--- src/rtl/controle_busca_pkg.sv ---
// ============================================================================
// Module      : controle_busca_pkg
// Description : Shared types and constants for the instruction-fetch sequencer
//               (state encoding, address and instruction widths).
// Revision    : 1.0 - initial release
// ============================================================================
`default_nettype none

package controle_busca_pkg;

    localparam int PC_W          = 64;
    localparam int INST_W        = 32;
    localparam int DEF_MEM_WORDS = 64;

    typedef enum logic [1:0] {
        IDLE  = 2'd0,
        FETCH = 2'd1,
        HALT  = 2'd2
    } state_t;

endpackage

`default_nettype wire

--- src/rtl/controle_busca_if.sv ---
// ============================================================================
// Module      : controle_busca_if
// Description : Bundles the instruction-memory address/data pair, the
//               valid/ready decode handshake and the branch redirect request.
//               The master side is the fetch sequencer.
// Revision    : 1.0 - initial release
// ============================================================================
`default_nettype none

interface controle_busca_if;
    import controle_busca_pkg::*;

    logic [PC_W-1:0]   pc_mem;
    logic [INST_W-1:0] instr_mem;
    logic [INST_W-1:0] inst_out;
    logic [PC_W-1:0]   inst_pc;
    logic              inst_valid;
    logic              inst_ready;
    logic              flush;
    logic [PC_W-1:0]   flush_pc;

    modport master (
        output pc_mem, inst_out, inst_pc, inst_valid,
        input  instr_mem, inst_ready, flush, flush_pc
    );

    modport slave (
        input  pc_mem, inst_out, inst_pc, inst_valid,
        output instr_mem, inst_ready, flush, flush_pc
    );
endinterface

`default_nettype wire

--- src/rtl/controle_busca_saida_reg.sv ---
// ============================================================================
// Module      : busca_saida_reg
// Description : Single-entry valid/ready output stage towards decode. Holds
//               an instruction and its word address; clear drops the valid
//               flag and takes priority over load.
// Revision    : 1.0 - initial release
// ============================================================================
`default_nettype none

module busca_saida_reg
    import controle_busca_pkg::*;
(
    input  wire logic              clk,
    input  wire logic              rst_n,
    input  wire logic              i_load,
    input  wire logic              i_clear,
    input  wire logic [INST_W-1:0] i_inst,
    input  wire logic [PC_W-1:0]   i_pc,
    output logic      [INST_W-1:0] o_inst,
    output logic      [PC_W-1:0]   o_pc,
    output logic                   o_valid
);

    logic [INST_W-1:0] inst_q, inst_d;
    logic [PC_W-1:0]   pc_q,   pc_d;
    logic              valid_q, valid_d;

    // Next-state: hold by default, clear wins over load.
    always_comb begin
        inst_d  = inst_q;
        pc_d    = pc_q;
        valid_d = valid_q;
        if (i_clear) begin
            valid_d = 1'b0;
        end else if (i_load) begin
            inst_d  = i_inst;
            pc_d    = i_pc;
            valid_d = 1'b1;
        end
    end

    // Stage registers with synchronous active-low reset to an empty slot.
    always_ff @(posedge clk) begin
        if (!rst_n) begin
            inst_q  <= '0;
            pc_q    <= '0;
            valid_q <= 1'b0;
        end else begin
            inst_q  <= inst_d;
            pc_q    <= pc_d;
            valid_q <= valid_d;
        end
    end

    assign o_inst  = inst_q;
    assign o_pc    = pc_q;
    assign o_valid = valid_q;

endmodule

`default_nettype wire

--- src/rtl/controle_busca.sv ---
// ============================================================================
// Module      : controle_busca
// Description : Instruction-fetch sequencer. Owns the program counter, drives
//               the word address of the combinational instruction ROM and
//               registers each returned word into a one-entry valid/ready
//               stage. Handles start (run), branch redirect (flush) and halt
//               when the PC runs past the end of memory.
//               Optional build macro FETCH_PERF_EN adds fetch_count and
//               flush_count performance counters.
// Revision    : 1.0 - initial release
// ============================================================================
`default_nettype none

module controle_busca
    import controle_busca_pkg::*;
#(
    parameter int              MEM_WORDS = DEF_MEM_WORDS,
    parameter logic [PC_W-1:0] RESET_PC  = '0
) (
    input  wire logic         clk,
    input  wire logic         rst_n,
    input  wire logic         run,
    output logic              halted,
`ifdef FETCH_PERF_EN
    output logic [31:0]       fetch_count,
    output logic [31:0]       flush_count,
`endif
    controle_busca_if.master  bus
);

    localparam logic [PC_W-1:0] C_MEM_LIMIT = PC_W'(MEM_WORDS);

    state_t          state_q, state_d;
    logic [PC_W-1:0] pc_q,    pc_d;
    logic            out_load;
    logic            out_clear;
    logic            flush_taken;
    logic            adv;
    logic            xfer;

    // A new fetch may issue only when enabled and the output slot is free
    // or being drained this cycle.
    assign adv  = run && (!bus.inst_valid || bus.inst_ready);
    assign xfer = bus.inst_valid && bus.inst_ready;

    // Next-state, PC update and output-stage control.
    always_comb begin
        state_d     = state_q;
        pc_d        = pc_q;
        out_load    = 1'b0;
        out_clear   = 1'b0;
        flush_taken = 1'b0;
        unique case (state_q)
            IDLE: begin
                if (bus.flush) begin
                    pc_d = bus.flush_pc;
                end else if (run) begin
                    state_d = FETCH;
                end
            end
            FETCH: begin
                if (bus.flush) begin
                    // Redirect discards the held word; a same-cycle transfer
                    // has already been taken by decode.
                    flush_taken = 1'b1;
                    pc_d        = bus.flush_pc;
                    out_clear   = 1'b1;
                    if (bus.flush_pc >= C_MEM_LIMIT) begin
                        state_d = HALT;
                    end
                end else if (adv && (pc_q < C_MEM_LIMIT)) begin
                    out_load = 1'b1;
                    pc_d     = pc_q + 64'd1;
                end else if (adv) begin
                    out_clear = 1'b1;
                    state_d   = HALT;
                end
            end
            HALT: begin
                out_clear = 1'b1;
                if (bus.flush) begin
                    flush_taken = 1'b1;
                    pc_d        = bus.flush_pc;
                    if (bus.flush_pc < C_MEM_LIMIT) begin
                        state_d = FETCH;
                    end
                end
            end
            default: begin
                state_d = IDLE;
            end
        endcase
    end

    // State and PC registers.
    always_ff @(posedge clk) begin
        if (!rst_n) begin
            state_q <= IDLE;
            pc_q    <= RESET_PC;
        end else begin
            state_q <= state_d;
            pc_q    <= pc_d;
        end
    end

    busca_saida_reg u_saida (
        .clk     (clk),
        .rst_n   (rst_n),
        .i_load  (out_load),
        .i_clear (out_clear),
        .i_inst  (bus.instr_mem),
        .i_pc    (pc_q),
        .o_inst  (bus.inst_out),
        .o_pc    (bus.inst_pc),
        .o_valid (bus.inst_valid)
    );

    assign bus.pc_mem = pc_q;
    assign halted     = (state_q == HALT);

`ifdef FETCH_PERF_EN
    logic [31:0] fetch_count_q, fetch_count_d;
    logic [31:0] flush_count_q, flush_count_d;

    // Counter increments; both wrap naturally at 2^32.
    always_comb begin
        fetch_count_d = fetch_count_q;
        flush_count_d = flush_count_q;
        if (xfer) begin
            fetch_count_d = fetch_count_q + 32'd1;
        end
        if (flush_taken) begin
            flush_count_d = flush_count_q + 32'd1;
        end
    end

    // Counter registers.
    always_ff @(posedge clk) begin
        if (!rst_n) begin
            fetch_count_q <= '0;
            flush_count_q <= '0;
        end else begin
            fetch_count_q <= fetch_count_d;
            flush_count_q <= flush_count_d;
        end
    end

    assign fetch_count = fetch_count_q;
    assign flush_count = flush_count_q;
`else
    // Transfer and flush qualifiers only feed the optional counters.
    logic unused_perf;
    assign unused_perf = xfer ^ flush_taken;
`endif

endmodule

`default_nettype wire

--- src/flat_wrapper.sv ---
// flat-port wrapper written by rule: the top's interface ports become plain ports
module controle_busca_flat import controle_busca_pkg::*;
#(
    parameter int              MEM_WORDS = DEF_MEM_WORDS,
    parameter logic [PC_W-1:0] RESET_PC  = '0
)
  (clk, rst_n, run, halted, bus_pc_mem, bus_inst_out, bus_inst_pc, bus_inst_valid, bus_instr_mem, bus_inst_ready, bus_flush, bus_flush_pc);
  controle_busca_if bus_i ();
  input  wire logic clk;
  input  wire logic rst_n;
  input  wire logic run;
  output logic halted;
  output wire logic [$bits(bus_i.pc_mem)-1:0] bus_pc_mem;
  output wire logic [$bits(bus_i.inst_out)-1:0] bus_inst_out;
  output wire logic [$bits(bus_i.inst_pc)-1:0] bus_inst_pc;
  output wire logic [$bits(bus_i.inst_valid)-1:0] bus_inst_valid;
  input wire logic [$bits(bus_i.instr_mem)-1:0] bus_instr_mem;
  input wire logic [$bits(bus_i.inst_ready)-1:0] bus_inst_ready;
  input wire logic [$bits(bus_i.flush)-1:0] bus_flush;
  input wire logic [$bits(bus_i.flush_pc)-1:0] bus_flush_pc;
  assign bus_pc_mem = bus_i.pc_mem;
  assign bus_inst_out = bus_i.inst_out;
  assign bus_inst_pc = bus_i.inst_pc;
  assign bus_inst_valid = bus_i.inst_valid;
  assign bus_i.instr_mem = bus_instr_mem;
  assign bus_i.inst_ready = bus_inst_ready;
  assign bus_i.flush = bus_flush;
  assign bus_i.flush_pc = bus_flush_pc;
  controle_busca #(.MEM_WORDS(MEM_WORDS), .RESET_PC(RESET_PC)) u_core (.clk(clk), .rst_n(rst_n), .run(run), .halted(halted), .bus(bus_i));
endmodule
--- config.mk ---
export PLATFORM = sky130hd
export DESIGN_NAME = controle_busca_flat
export DESIGN_NICKNAME = d
export VERILOG_FILES = /design/src/rtl/controle_busca_pkg.sv /design/src/rtl/controle_busca_if.sv /design/src/rtl/controle_busca_saida_reg.sv /design/src/rtl/controle_busca.sv /design/src/flat_wrapper.sv
export SDC_FILE = /design/constraint.sdc
export NUM_CORES = 1
export LEC_CHECK = 0
export CAP_MARGIN = 25
export CELL_PAD_IN_SITES_DETAIL_PLACEMENT = 2
export CELL_PAD_IN_SITES_GLOBAL_PLACEMENT = 2
export CORE_MARGIN = 5
export CORE_UTILIZATION = 27
export CTS_BUF_LIST = sky130_fd_sc_hd__clkbuf_8
export CTS_CLUSTER_SIZE = 30
export DETAILED_ROUTE_END_ITERATION = 7
export GPL_TIMING_DRIVEN = 0
export HOLD_SLACK_MARGIN = 0.05
export PLACE_DENSITY = 0.94
export SYNTH_ARGS = -nofsm -noshare
export SYNTH_HDL_FRONTEND = slang
export SYNTH_SLANG_ARGS = --single-unit
--- constraint.sdc ---
create_clock -name clk -period 3.5 [get_ports clk]
set_clock_uncertainty 0.05 [all_clocks]
set_input_delay 0.7 -clock clk [delete_from_list [all_inputs] [get_ports clk]]
set_output_delay 0.7 -clock clk [all_outputs]
set_load 0.05 [all_outputs]
# Yosys cells after proc, flatten, opt, wreduce, memory -nomap -nowiden
# Cells that the tools add are included.
[classes] addsub=1 magnitude_cmp=3 eq_ne=11 mux=20 n_bitwise=2 n_reduce_logical=11
[ops] operator="two-way mux 64 bit" count=3
[ops] operator="less-than comparator 64 x 7 -> 1 bit, second input constant" count=2
[ops] operator="case mux 64 bit (2 select lines)" count=1
[ops] operator="adder 64 x 1 -> 64 bit, second input constant" count=1
[ops] operator=">= comparator 64 x 7 -> 1 bit, second input constant" count=1
[ops] operator="two-way mux 2 bit" count=8
[ops] operator="inequality test 3 x 2 -> 1 bit, second input constant" count=3
[ops] operator="AND reduction 7 bit" count=1
[ops] operator="two-way mux 1 bit" count=6
[ops] operator="inequality test 2 x 1 -> 1 bit, second input constant" count=3
[ops] operator="case mux 2 bit (3 select lines)" count=1
[ops] operator="inequality test 2 bit, second input constant" count=2
[ops] operator="OR reduction 2 bit" count=2
[ops] operator="inequality test 3 bit, second input constant" count=1
[ops] operator="AND reduction 3 bit" count=1
[ops] operator="== test 2 x 1 -> 1 bit, second input constant" count=1
[ops] operator="== test 2 bit, second input constant" count=1
[ops] operator="logical AND 1 bit" count=2
[ops] operator="logical NOT 2 bit" count=1
[ops] operator="inverter 1 bit" count=2
[ops] operator="case mux 1 bit (2 select lines)" count=1
[ops] operator="AND reduction 2 bit" count=1
[ops] operator="nonzero test 2 bit" count=1
[ops] operator="logical NOT 1 bit" count=1
[ops] operator="logical OR 1 bit" count=1
[totals] register_bits=163 out_inout_bits=162

# Depth between registers and ports, before layout
[logic_depth] ltp_word=9 mapped_depth=10 ltp_nobuf=8

# Cells and area by module
# Synthesis repeated with hierarchy kept, for this count alone.
[unflattened] cells_unflattened=1061 area_unflattened_um2=8722.1
[modules_own_cells] module="controle_busca" n_inst=1 cells_per_inst=641 area_each_um2=4868.4
[modules_own_cells] module="busca_saida_reg" n_inst=1 cells_per_inst=420 area_each_um2=3853.7

# Worst setup path before layout
# OpenSTA, ideal clock, no wires.
[synth_timing] path_kind="reg2reg" startpoint="register u_core.pc_q[0], in the netlist u_core.bus.pc_mem[0]" endpoint="register u_core.pc_q[34], in the netlist u_core.bus.pc_mem[34]" setup_ns=0.134 arrival_ns=2.611 t_required_ns=3.316 path_slack_ns=0.705 path_stages_with_launch=9 path_buffers=0 cell_sequence="dfxtp_1 ha_1 nand3_1 nor2_1 nand3_1 or4_1 or4_1 o21ai_0 a211oi_1"
[synth_between] elab_chain_cells=4
[synth_rtl] item="start, declared" line="controle_busca.sv:34" source="logic [PC_W-1:0] pc_q, pc_d;"
[synth_rtl] item="start signal, assigned" line="controle_busca.sv:102" source="pc_q <= pc_d;"
[synth_rtl] item="adder 64 x 1 -> 64 bit / less-than comparator 64 x 7 -> 1 bit (equally long branches)" line="controle_busca.sv:73, controle_busca.sv:71"
[synth_rtl] item="two-way mux 64 bit / logical AND 1 bit (equally long branches)" line="controle_busca.sv:71" source="end else if (adv && (pc_q < C_MEM_LIMIT)) begin"
[synth_rtl] item="two-way mux 64 bit / inequality test 3 x 2 -> 1 bit (equally long branches)"
[synth_rtl] item="case mux 64 bit (2 select lines) / AND reduction 3 bit (equally long branches)"
# Parallel ways exist; a longest one is shown, timed or not. The select of a mux whose other input is x is not followed.
# A chain may end at the register's enable or synchronous reset.

# Worst setup path after layout
[layout_timing] startpoint="input bus_flush" endpoint="register u_core.pc_q[27], in the netlist u_core.bus.pc_mem[27]"
[layout_between] elab_chain_cells=2
[layout_rtl] item="start, declared" line="flat_wrapper.sv:19" source="input wire logic [$bits(bus_i.flush)-1:0] bus_flush;"
[layout_rtl] item="inequality test 3 x 2 -> 1 bit (no line) (tied with other cells)"
[layout_rtl] item="AND reduction 3 bit (no line) / case mux 64 bit (2 select lines) (equally long branches)"
# Parallel ways exist; a longest one is shown, timed or not.

==> impl_results.md <==
- RR Startpoint: u_core.bus.pc_mem[0]$_SDFFE_PN0P_
- Slowest stage delay, CP: 0.54 ns
- Dominant cell type by area after synthesis: dfxtp_1
- Most frequent cells in the layout: clkdlybuf4s50_1 (261), dfxtp_1 (163), nand2_1 (91), nor2_1 (79), and3_1 (70)
- Max-slew headroom at the worst pin: 23.4%
- Post-Synthesis Cell Area: 0.00784 sq mm
- CTS sink count: 163
- Max cap viols: 0
- Overall Global Routing Usage: 25.5%
- Mean Syn Cell Area: 8.48 sq um
- Vias in the first global route: 10.1k
- CP Capture Type: flip-flop
- Final net count: 1312
- Detailed-route DRC error count: 0
- Critical path's top delay family: buffers and inverters
- Post-synth ARST share: 0%
- Num CTS Buffers: 17
- Routed wire per std cell: 26.8 microns
- Initial core utilization: 27.3%
- Final setup vio count: 0
- Worst Setup Start Kind: input pin
- Cells after synthesis: 925
- IO Count: 263
- Leading cell type in the layout, fill and taps excluded: clkdlybuf4s50_1
- WHS Path Cells: 1
- Fin Hold WS: 0.435 ns
- Sequential cell area: 0.00326 sq mm
- Vias per cell: 5.76
- Synth-to-layout area growth: 44.9%
- Share of post-route cells with drive strength above 1: 7.88%
- Top-area cell type share of the netlist area: 41.6%
- Critical Path Fanout Max: 10
- Detail Placement HPWL: 32.8 mm
- Peak VDD IR: 0.257 mV
- Max clock buf depth: 2
- Number of synthesized register bits: 163
- Post-route cell area: 0.0114 sq mm
- Clock Latency Late Sink: 0.48 ns
- Port Buffers: 261
- PwrDens: 707 mW/mm^2
- Buf/Inv on CP: 5
- Maximum clock rate: 0.287 GHz
- Hold Path Sink: u_core.u_saida.o_pc[62]$_SDFFE_PN0P_
- Core box area: 0.0287 sq mm
- Filler cells: 3272
- Power Total: 0.00803 W
- GPL Wtd Cong: 0.978
- Worst hold path class: reg2reg
- Reg2Reg Depth: 8
- Initial DRC count: 782
- FP Rows: 62
- CP cell instances: clkdlybuf4s50_1, clkbuf_2, clkinv_1, nand2_1, clkbuf_1, clkbuf_1, nand2_1, o31ai_1, nand3_1, o21ai_0
- Critical path class: in2reg
- Hold Vio Cnt, Final: 0
- Unique cell type count in the Yosys netlist: 65
- CP required: 3.84 ns
- Chip height: 180 microns
- Reg2Reg Capture Point: u_core.bus.pc_mem[62]$_SDFFE_PN0P_
- Ys Warns: 0
- Routed Wire Length: 43.0 mm
- Dpl cell area: 0.0110 sq mm
- Aggregate global routing overflow: 0
- Initial antenna violation count: 3
- Root Driver: clkbuf_8
- Sequential share of the synthesized area: 41.6%
- Die ar.: 0.0325 sq mm
- Number of enable flip-flop cells after synthesis: 0
- Final worst path period need: 3.49 ns
- Synth area leaders: dfxtp_1 (42%), and3_1 (5.6%), mux2i_1 (4.9%)
- Post-synth top flop: dfxtp_1
- Net Count, Synth: 1031
- Largest net degree at the start of global routing: 19
- Worst EP arrival: 3.83 ns
- Outcome: finished, final reports clean
- Antenna viol nets, final: 0
- Vias: 9243
- Reg2reg setup slack: 0.11 ns
- First-pass GRT wire length: 64.7 mm
- Multi-input logic area: 0.00420 sq mm
- Least-Margin Pin Slew: 1.14 ns
- CTS tree: done
- RSZ-0062 raised after global routing: no
- Hold path start: u_core.u_saida.o_pc[62]$_SDFFE_PN0P_
- Clock Pin Slew Worst Setup and Hold Paths: 0.10 ns
- First-pass DRT Iterations: 5
- Leakage Power: 4.36 nW
- Die width: 180 microns
- Fin. max-slew vios: 0
- Tcrit/Tclk final: 99.6%
- Slowest cell on crit path: clkdlybuf4s50_1
- H-tree Lvls: 4
==> report_power, final <==
part / leakage, nW / switching, W / internal, W
Sequential: 1.33 / 0.000586 / 0.00213
Combinational: 2.84 / 0.00262 / 0.00122
Clock: 0.198 / 0.000925 / 0.000539
==> worst max path at each step <==
stage,from,to,slack [ns],depth (start not counted)
finish,bus_flush,u_core.bus.pc_mem[27]$_SDFFE_PN0P_,0.01,10
global route,bus_flush,u_core.bus.pc_mem[27]$_SDFFE_PN0P_,0.02,10
CTS,bus_flush,u_core.bus.pc_mem[7]$_SDFFE_PN0P_,0.06,8
detailed placement,bus_flush,u_core.bus.pc_mem[30]$_SDFFE_PN0P_,-0.94,9
global placement,bus_flush,u_core.bus.pc_mem[55]$_SDFFE_PN0P_,-1.48,8
floorplan,u_core.bus.pc_mem[0]$_SDFFE_PN0P_,u_core.bus.pc_mem[34]$_SDFFE_PN0P_,0.70,8
==> synth_stat cells, types with 3 or more instances <==
master    count
mux2i_1      38
o31ai_1      20
nand2b_1      4
o221a_1      14
inv_1        15
o22ai_1       6
o21ai_1       3
a211oi_1      9
nand4_1      27
dfxtp_1     163
and3_1       70
ha_1          5
o32ai_1       3
o21a_1        6
o32ai_2       4
nand2_1      91
a221oi_1      3
nor3b_1       3
nand3_1      58
a32oi_1       3
nor3_1       15
o211a_1       4
and2_1        9
o22a_1        4
nand3b_1      3
nor2_1       79
buf_6         8
a21oi_2      11
a31oi_1       3
clkbuf_1     45
and4_1        5
or4_1         3
buf_2        14
o21ai_0      38
a21oi_1      50
o211ai_1      5
nor4_1       40
a22o_1        3
==> registers in the layout, summed over array words and instances, names as in the netlist <==
name	cells
u_core.state_q	2
u_core.bus.pc_mem	64
u_core.u_saida.o_inst	32
u_core.u_saida.o_valid	1
u_core.u_saida.o_pc	64
==> per-layer routing <==
| layer | GRT usage, % | vias up | wire length (microns) |
|---|---|---|---|
| met1 | 29.7 | 4609 | 16700 |
| met5 | 0 | - | 41 |
| met3 | 8.22 | 119 | 4120 |
| li1 | - | 4013 | - |
| met2 | 43.1 | 496 | 20200 |
| met4 | 10.7 | 6 | 1930 |
==> logic make-up after synthesis <==
logic type	Yosys count	synth area share (%)
adders and majority gates	5	0.798
buffers and inverters	85	5.06
DFF	163	41.6
muxes	38	4.85
AOI/OAI and AO/OA	212	19.5
and+or+nand+nor	422	28.2
==> worst register-to-register path, stage by stage, from the launching register on <==
cell	delay [ns]
dfxtp_1	0.56
ha_1	0.33
nand3_1	0.27
or4_1	0.58
nor4_1	0.69
nand2b_1	0.27
o21ai_0	0.23
a21oi_1	0.09
a211oi_1	0.23
==> through the flow <==
stage | setup TNS (ns) | worst slack, ns | std cells | util, %
floorplan | 0 | 0.705 | 925 | -
global placement | -60.73 | -1.48 | 1570 | 38.1
detailed placement | -35.01 | -0.940 | 1571 | 38.2
CTS | 0 | 0.0566 | 1603 | 39.5
global route | 0 | 0.0233 | 1603 | 39.6
finish | 0 | 0.0140 | 1604 | 39.6
==> cell type report <==
cell class	count	area share (%)
Antenna cell	1	0.0220
Buffer	68	3.00
Clock buffer	17	2.06
Clock inverter	15	1.38
Inverter	17	0.562
Multi-Input combinational cell	677	36.9
Sequential cell	163	28.7
Tap cell	384	4.23
Timing Repair Buffer	262	23.1
==> what timing repair did <==
action	4_1_cts	5_1_grt
hold buffers	0	0
pin swaps	0	0
resized for setup	5	4
buffers inserted	0	0
setup endpoints to repair	40	4
(Power assumes the default switching activity.)
